<file path="config.mk">
export PLATFORM = sky130hd
export DESIGN_NAME = instr_fetch_unit
export DESIGN_NICKNAME = d
export VERILOG_FILES = /design/src/rtl/instr_fetch_unit.sv
export SDC_FILE = /design/constraint.sdc
export NUM_CORES = 1
export LEC_CHECK = 0
export ABC_AREA = 0
export ABC_CLOCK_PERIOD_IN_PS = 16500
export CAP_MARGIN = 5
export CELL_PAD_IN_SITES_DETAIL_PLACEMENT = 1
export CELL_PAD_IN_SITES_GLOBAL_PLACEMENT = 1
export CORE_UTILIZATION = 45
export DETAILED_ROUTE_END_ITERATION = 8
export GPL_TIMING_DRIVEN = 0
export PLACE_DENSITY_LB_ADDON = 0.1
export SLEW_MARGIN = 40
export SYNTH_ARGS = -nofsm -noshare
export SYNTH_HDL_FRONTEND = slang
export SYNTH_SLANG_ARGS = --single-unit
export TNS_END_PERCENT = 100
</file>
<file path="constraint.sdc">
create_clock -name clk -period 16.5 [get_ports clk]
set_clock_uncertainty 0.1 [all_clocks]
set_input_delay 4.95 -clock clk [delete_from_list [all_inputs] [get_ports clk]]
set_output_delay 4.95 -clock clk [all_outputs]
set_load 0.03 [all_outputs]
</file>
<file path="src/rtl/instr_fetch_unit.sv">
// Instruction fetch unit: issues sequential word fetches to instruction memory,
// holds in-flight and returned words in a small in-order circular buffer, and
// hands completed instructions to the consumer. A redirect flushes the buffer
// and discards the responses to requests that are still in flight.
module instr_fetch_unit #(
  parameter int unsigned     XLEN         = 32,
  parameter int unsigned     DEPTH        = 4,
  parameter logic [XLEN-1:0] RESET_VECTOR = '0
) (
  input  logic                     clk,
  input  logic                     reset,
  input  logic                     redirect,
  input  logic [XLEN-1:0]          redirect_pc,
  output logic                     imem_req_valid,
  input  logic                     imem_req_ready,
  output logic [XLEN-1:0]          imem_req_addr,
  input  logic                     imem_rsp_valid,
  input  logic [31:0]              imem_rsp_data,
  output logic                     instr_valid,
  input  logic                     instr_ready,
  output logic [31:0]              instr,
  output logic [XLEN-1:0]          instr_pc,
  output logic [XLEN-1:0]          instr_pc_plus4,
  output logic [$clog2(DEPTH):0]   occupancy
);

  localparam int unsigned PW   = $clog2(DEPTH);
  localparam logic [PW:0] FULL = (PW+1)'(DEPTH);

  logic [XLEN-1:0] fetch_pc_q;
  logic [PW-1:0]   head_q;     // oldest allocated slot
  logic [PW-1:0]   tail_q;     // next slot to allocate
  logic [PW-1:0]   rsp_ptr_q;  // oldest slot still waiting for its word
  logic [PW:0]     count_q;    // allocated slots, pending + completed
  logic [PW:0]     out_q;      // requests in flight that will fill a slot
  logic [PW:0]     drop_q;     // requests in flight whose response is discarded

  logic [XLEN-1:0] pc_q   [DEPTH];
  logic [31:0]     word_q [DEPTH];
  logic [DEPTH-1:0] done_q;

  logic        accept;
  logic        pop;
  logic        rsp_take;
  logic        rsp_any;
  logic [PW:0] inflight;

  // Request only when a slot is free, nothing is being dropped and no redirect
  // is replacing the fetch address this cycle.
  assign imem_req_valid = !reset && !redirect && (count_q < FULL) && (drop_q == '0);
  assign imem_req_addr  = fetch_pc_q;
  assign accept         = imem_req_valid && imem_req_ready;

  assign instr_valid    = done_q[head_q];
  assign instr          = word_q[head_q];
  assign instr_pc       = pc_q[head_q];
  assign instr_pc_plus4 = instr_pc + XLEN'(4);
  assign occupancy      = count_q;
  assign pop            = instr_valid && instr_ready;

  // Drop and fill phases never overlap: no request is issued while dropping,
  // and a redirect zeroes the fill count, so the sum is the true in-flight total.
  assign inflight = drop_q + out_q;
  assign rsp_any  = imem_rsp_valid && (inflight != '0);
  assign rsp_take = imem_rsp_valid && (drop_q == '0) && (out_q != '0);

  // Buffer, pointer, counter and fetch-address state.
  // NOTE: the slot storage is reset too, because instr and instr_pc must read
  // zero during reset and they come straight from the head slot.
  always_ff @(posedge clk or posedge reset) begin
    if (reset) begin
      fetch_pc_q <= RESET_VECTOR;
      head_q     <= '0;
      tail_q     <= '0;
      rsp_ptr_q  <= '0;
      count_q    <= '0;
      out_q      <= '0;
      drop_q     <= '0;
      done_q     <= '0;
      for (int i = 0; i < DEPTH; i++) begin
        pc_q[i]   <= '0;
        word_q[i] <= '0;
      end
    end else if (redirect) begin
      // Redirect overrides any pop, response or fill this cycle. A response
      // arriving now retires one of the in-flight requests.
      fetch_pc_q <= {redirect_pc[XLEN-1:2], 2'b00};
      head_q     <= '0;
      tail_q     <= '0;
      rsp_ptr_q  <= '0;
      count_q    <= '0;
      out_q      <= '0;
      done_q     <= '0;
      drop_q     <= inflight - (PW+1)'(rsp_any);
    end else begin
      // NOTE: non-blocking assignments throughout, so every update below reads
      // the pre-edge value of the pointers and counters it depends on.
      if (accept) begin
        pc_q[tail_q] <= fetch_pc_q;
        tail_q       <= tail_q + PW'(1);
        fetch_pc_q   <= fetch_pc_q + XLEN'(4);
      end
      if (rsp_take) begin
        word_q[rsp_ptr_q] <= imem_rsp_data;
        done_q[rsp_ptr_q] <= 1'b1;
        rsp_ptr_q         <= rsp_ptr_q + PW'(1);
      end
      if (pop) begin
        done_q[head_q] <= 1'b0;
        head_q         <= head_q + PW'(1);
      end
      if (imem_rsp_valid && (drop_q != '0)) begin
        drop_q <= drop_q - (PW+1)'(1);
      end
      case ({accept, pop})
        2'b10:   count_q <= count_q + (PW+1)'(1);
        2'b01:   count_q <= count_q - (PW+1)'(1);
        default: count_q <= count_q;
      endcase
      case ({accept, rsp_take})
        2'b10:   out_q <= out_q + (PW+1)'(1);
        2'b01:   out_q <= out_q - (PW+1)'(1);
        default: out_q <= out_q;
      endcase
    end
  end

endmodule
</file>
==> results.sh, run 1 <==
export IMPL_slew_violations=0
export IMPL_grtUsageTotal=0.2437
export IMPL_vias=9723
export IMPL_cp_common_cell="clkdlybuf4s50_1"
export IMPL_hold_viol=0
export IMPL_clkTransAtPathRegs_ps=60
export IMPL_r2r_end="out_q[2]"
export IMPL_layout_common_cells="297 x dfrtp_1, 243 x mux2_2, 194 x clkdlybuf4s50_1"
export IMPL_synth_ff_type="dfrtp_1"
export IMPL_rr_worst_depth=12
export IMPL_fin_crit_ps=12600
export IMPL_die_h_um=180.9
export IMPL_place_area_um2=16990
export IMPL_drt_pass1_iter_count=4
export IMPL_worst_slew_pin_slew_ps=860.0
export IMPL_synth_top_cell_area_share=0.5158
export IMPL_htree_levels=2
export IMPL_drc=0
export IMPL_synth_seq_cells=297
export IMPL_vdd_drop_max_mv=0.1010
export IMPL_cts_buffers=35
export IMPL_status="finished, final reports clean"
export IMPL_gp_congestion=0.8150
export IMPL_start_kind="input pin"
export IMPL_synthToLayoutAreaGrowth_pct=25.50
export IMPL_cp_max_fo=10
export IMPL_crit_arrival_ps=7550
export IMPL_avgRoutedWirePerCell_um=22.37
export IMPL_rsz0062_at_grt="false"
export IMPL_powerDensity_nw_per_um2=121.8
export IMPL_critPathBufInv=4
export IMPL_root_buffer="clkbuf_16"
export IMPL_synthDistinctLibCells=65
export IMPL_wl_um=38610
export IMPL_ys_warn_count=0
export IMPL_avgSynthCellArea_um2=13.62
export IMPL_slowest_stage="buf_1"
export IMPL_cts_sinks=297
export IMPL_cts_resized=0
export IMPL_die_w_um=180.9
export IMPL_path_cells="clkdlybuf4s50_1, clkbuf_1, buf_1, nor4_1, clkdlybuf4s50_1"
export IMPL_crit_type="in -> out"
export IMPL_final_layout_size_suffix_gt1_frac=0.3157
export IMPL_setup_violations=0
export IMPL_end_kind="output port"
export IMPL_clk_latency_ps=530
export IMPL_cts_hold_buf=0
export IMPL_ios=203
export IMPL_die_area_um2=32740
export IMPL_postLayoutCellArea_um2=18080
export IMPL_slowest_delay_ps=640
export IMPL_cap_violations=0
export IMPL_crit_cells=5
export IMPL_crit_family="buffers and inverters"
export IMPL_ys_top_cells_by_area="dfrtp_1 52%, mux2_2 19%, mux4_2 8.4%, nand2_1 2.0%, ha_1 1.6%"
export IMPL_min_period_over_period=0.7635
export IMPL_max_slew_margin=0.4267
export IMPL_fp_row_count=65
export IMPL_r2r_setup_slack_ps=13110
export IMPL_yosysSeqAreaShare=0.5158
export IMPL_worstSetupStartpoint="redirect"
export IMPL_hold_class="reg -> reg"
export IMPL_antenna_left=0
export IMPL_fill_cells=3127
export IMPL_p_leak_nw=8.328
export IMPL_layout_commonest_cell="dfrtp_1"
export IMPL_r2r_start="drop_q[1]"
export IMPL_syn_inst=1058
export IMPL_io_buffers=194
export IMPL_synth_area_um2=14410
export IMPL_antenna_found_initial=1
export IMPL_antenna_cells=0
export IMPL_hpwl_um=26840
export IMPL_clock_path_buffers=3
export IMPL_grt_pass1_vias=10510
export IMPL_nets=1390
export IMPL_cts_setup_buffers=0
export IMPL_place_inst=1663
export IMPL_instances_no_fill=1726
export IMPL_grt_pass1_wl_um=61670
export IMPL_start_util=0.4566
export IMPL_initialDrtViolationCount=433
export IMPL_grt_overflow_total=0
export IMPL_synth_edff_count=0
export IMPL_worstPathRequired_ps=11450
export IMPL_yosysTopAreaCell="dfrtp_1"
export IMPL_synthArstFlopShare=1.000
export IMPL_fmax_ghz=0.07937
export IMPL_core_area_um2=31560
export IMPL_cp_endpoint="imem_req_valid"
export IMPL_cts_tree="built"
export IMPL_viasPerCell=5.633
export IMPL_grt_max_degree=79
worst min path at each step:
stage,start,endpoint,slack (ps),cells after the start
floorplan,pc_q[36],pc_q[36],340,2
global placement,pc_q[52],pc_q[52],360,2
detailed placement,pc_q[36],pc_q[36],370,2
CTS,pc_q[36],pc_q[36],390,2
global route,pc_q[36],pc_q[36],410,2
finish,pc_q[36],pc_q[36],380,2
registers in the layout, summed over array words and instances, names as in the netlist:
| signal | flops |
|---|---|
| drop_q | 3 |
| pc_q | 120 |
| tail_q | 2 |
| head_q | 2 |
| imem_req_addr | 30 |
| rsp_ptr_q | 2 |
| done_q | 4 |
| word_q | 128 |
| out_q | 3 |
| occupancy | 3 |
layer usage:
layer | up-vias | routed length [µm] | part of all wire | global-route usage
met4 | 2 | 813 | 0.021 | 0.06000
met1 | 5105 | 16320 | 0.42 | 0.3203
met3 | 53 | 2033 | 0.053 | 0.04858
met2 | 233 | 19430 | 0.50 | 0.4150
li1 | 4330 | - | - | -
met5 | - | 12 | 0.00031 | 0
report_power, final:
part | leakage (nW) | internal (mW) | switching (mW)
Sequential | 4.06 | 0.789 | 0.0451
Clock | 0.546 | 0.430 | 0.305
Combinational | 3.73 | 0.275 | 0.358
Total | 8.33 | 1.49 | 0.708
Yosys cell counts (all sizes together), types with 2 or more instances:
cell type    n
a31oi        4
mux4        63
or3          2
nand4b       2
nor2        40
or2          2
buf         45
a21o         2
xnor2       27
and4         2
inv         21
o311ai       4
a221o       10
xor2        13
mux2       243
nand4       16
nor3        16
nand3       20
and3         9
clkbuf      30
o21ai       30
nor4         7
a22oi        2
ha          19
a21oi       17
dfrtp      297
nand2       79
a32oi        3
fa           3
and2        10
o211ai       2
mux2i        5
kinds of logic after synthesis:
group | Yosys count | synth area share
muxes | 311 | 0.2942
DFF | 297 | 0.5158
xor gates and xnor gates | 40 | 0.02431
adders and majority gates | 22 | 0.02067
buffers and inverters | 97 | 0.03256
other | 1 | 0.0002603
AOI/OAI and AO/OA | 80 | 0.03647
and+or+nand+nor | 210 | 0.07572
worst min-delay path: cells and delay by family (launching register included):
family	cells	cell delay (ps)
and+or+nand+nor	1	50
DFF	1	340
AOI/OAI and AO/OA	1	60
cell type report:
class,count,area (µm²),area share
sequential,297,7432,0.4110
multi-input combinational,669,6526,0.3609
timing repair buffer,198,2052,0.1135
clock buffer,52,1020,0.05639
tap,402,503.0,0.02781
buffer,75,387.9,0.02145
inverter,22,90.09,0.004982
clock inverter,11,72.57,0.004013
stage by stage:
step / power (mW) / hold slack (ps) / setup TNS (ps) / utilization / setup WS [ps]
after global routing: 2.293 / 407.8 / 0 / 0.5731 / 3793
final: 2.202 / 384.8 / 0 / 0.5731 / 3902
after floorplan: 1.224 / 341.9 / 0 / - / 3246
after CTS: 2.226 / 386.0 / 0 / 0.5731 / 3894
after global placement: 1.463 / 359.8 / -220490 / 0.5347 / -765.0
after detailed placement: 1.481 / 372.3 / 0 / 0.5385 / 3909
No activity file was read; power rests on OpenSTA's default activity.
==> inputs of run 2 (changes only) <==
ABC_CLOCK_PERIOD_IN_PS = 12500   (was 16500)
clock period = 12.5 ns   (was 16.5 ns; I/O delays follow)
==> results of run 2 <==
The final DEF is identical to that of run 1. Status: finished, final reports clean.
Main changes from that run: setup slack after placement 3909 ps -> 2309 ps; setup slack after layout 3902 ps -> 2302 ps; register-to-register setup slack 13110 ps -> 9110 ps; total power 2.202 mW -> 2.906 mW; worst IR drop on VDD 0.1010 mV -> 0.1333 mV
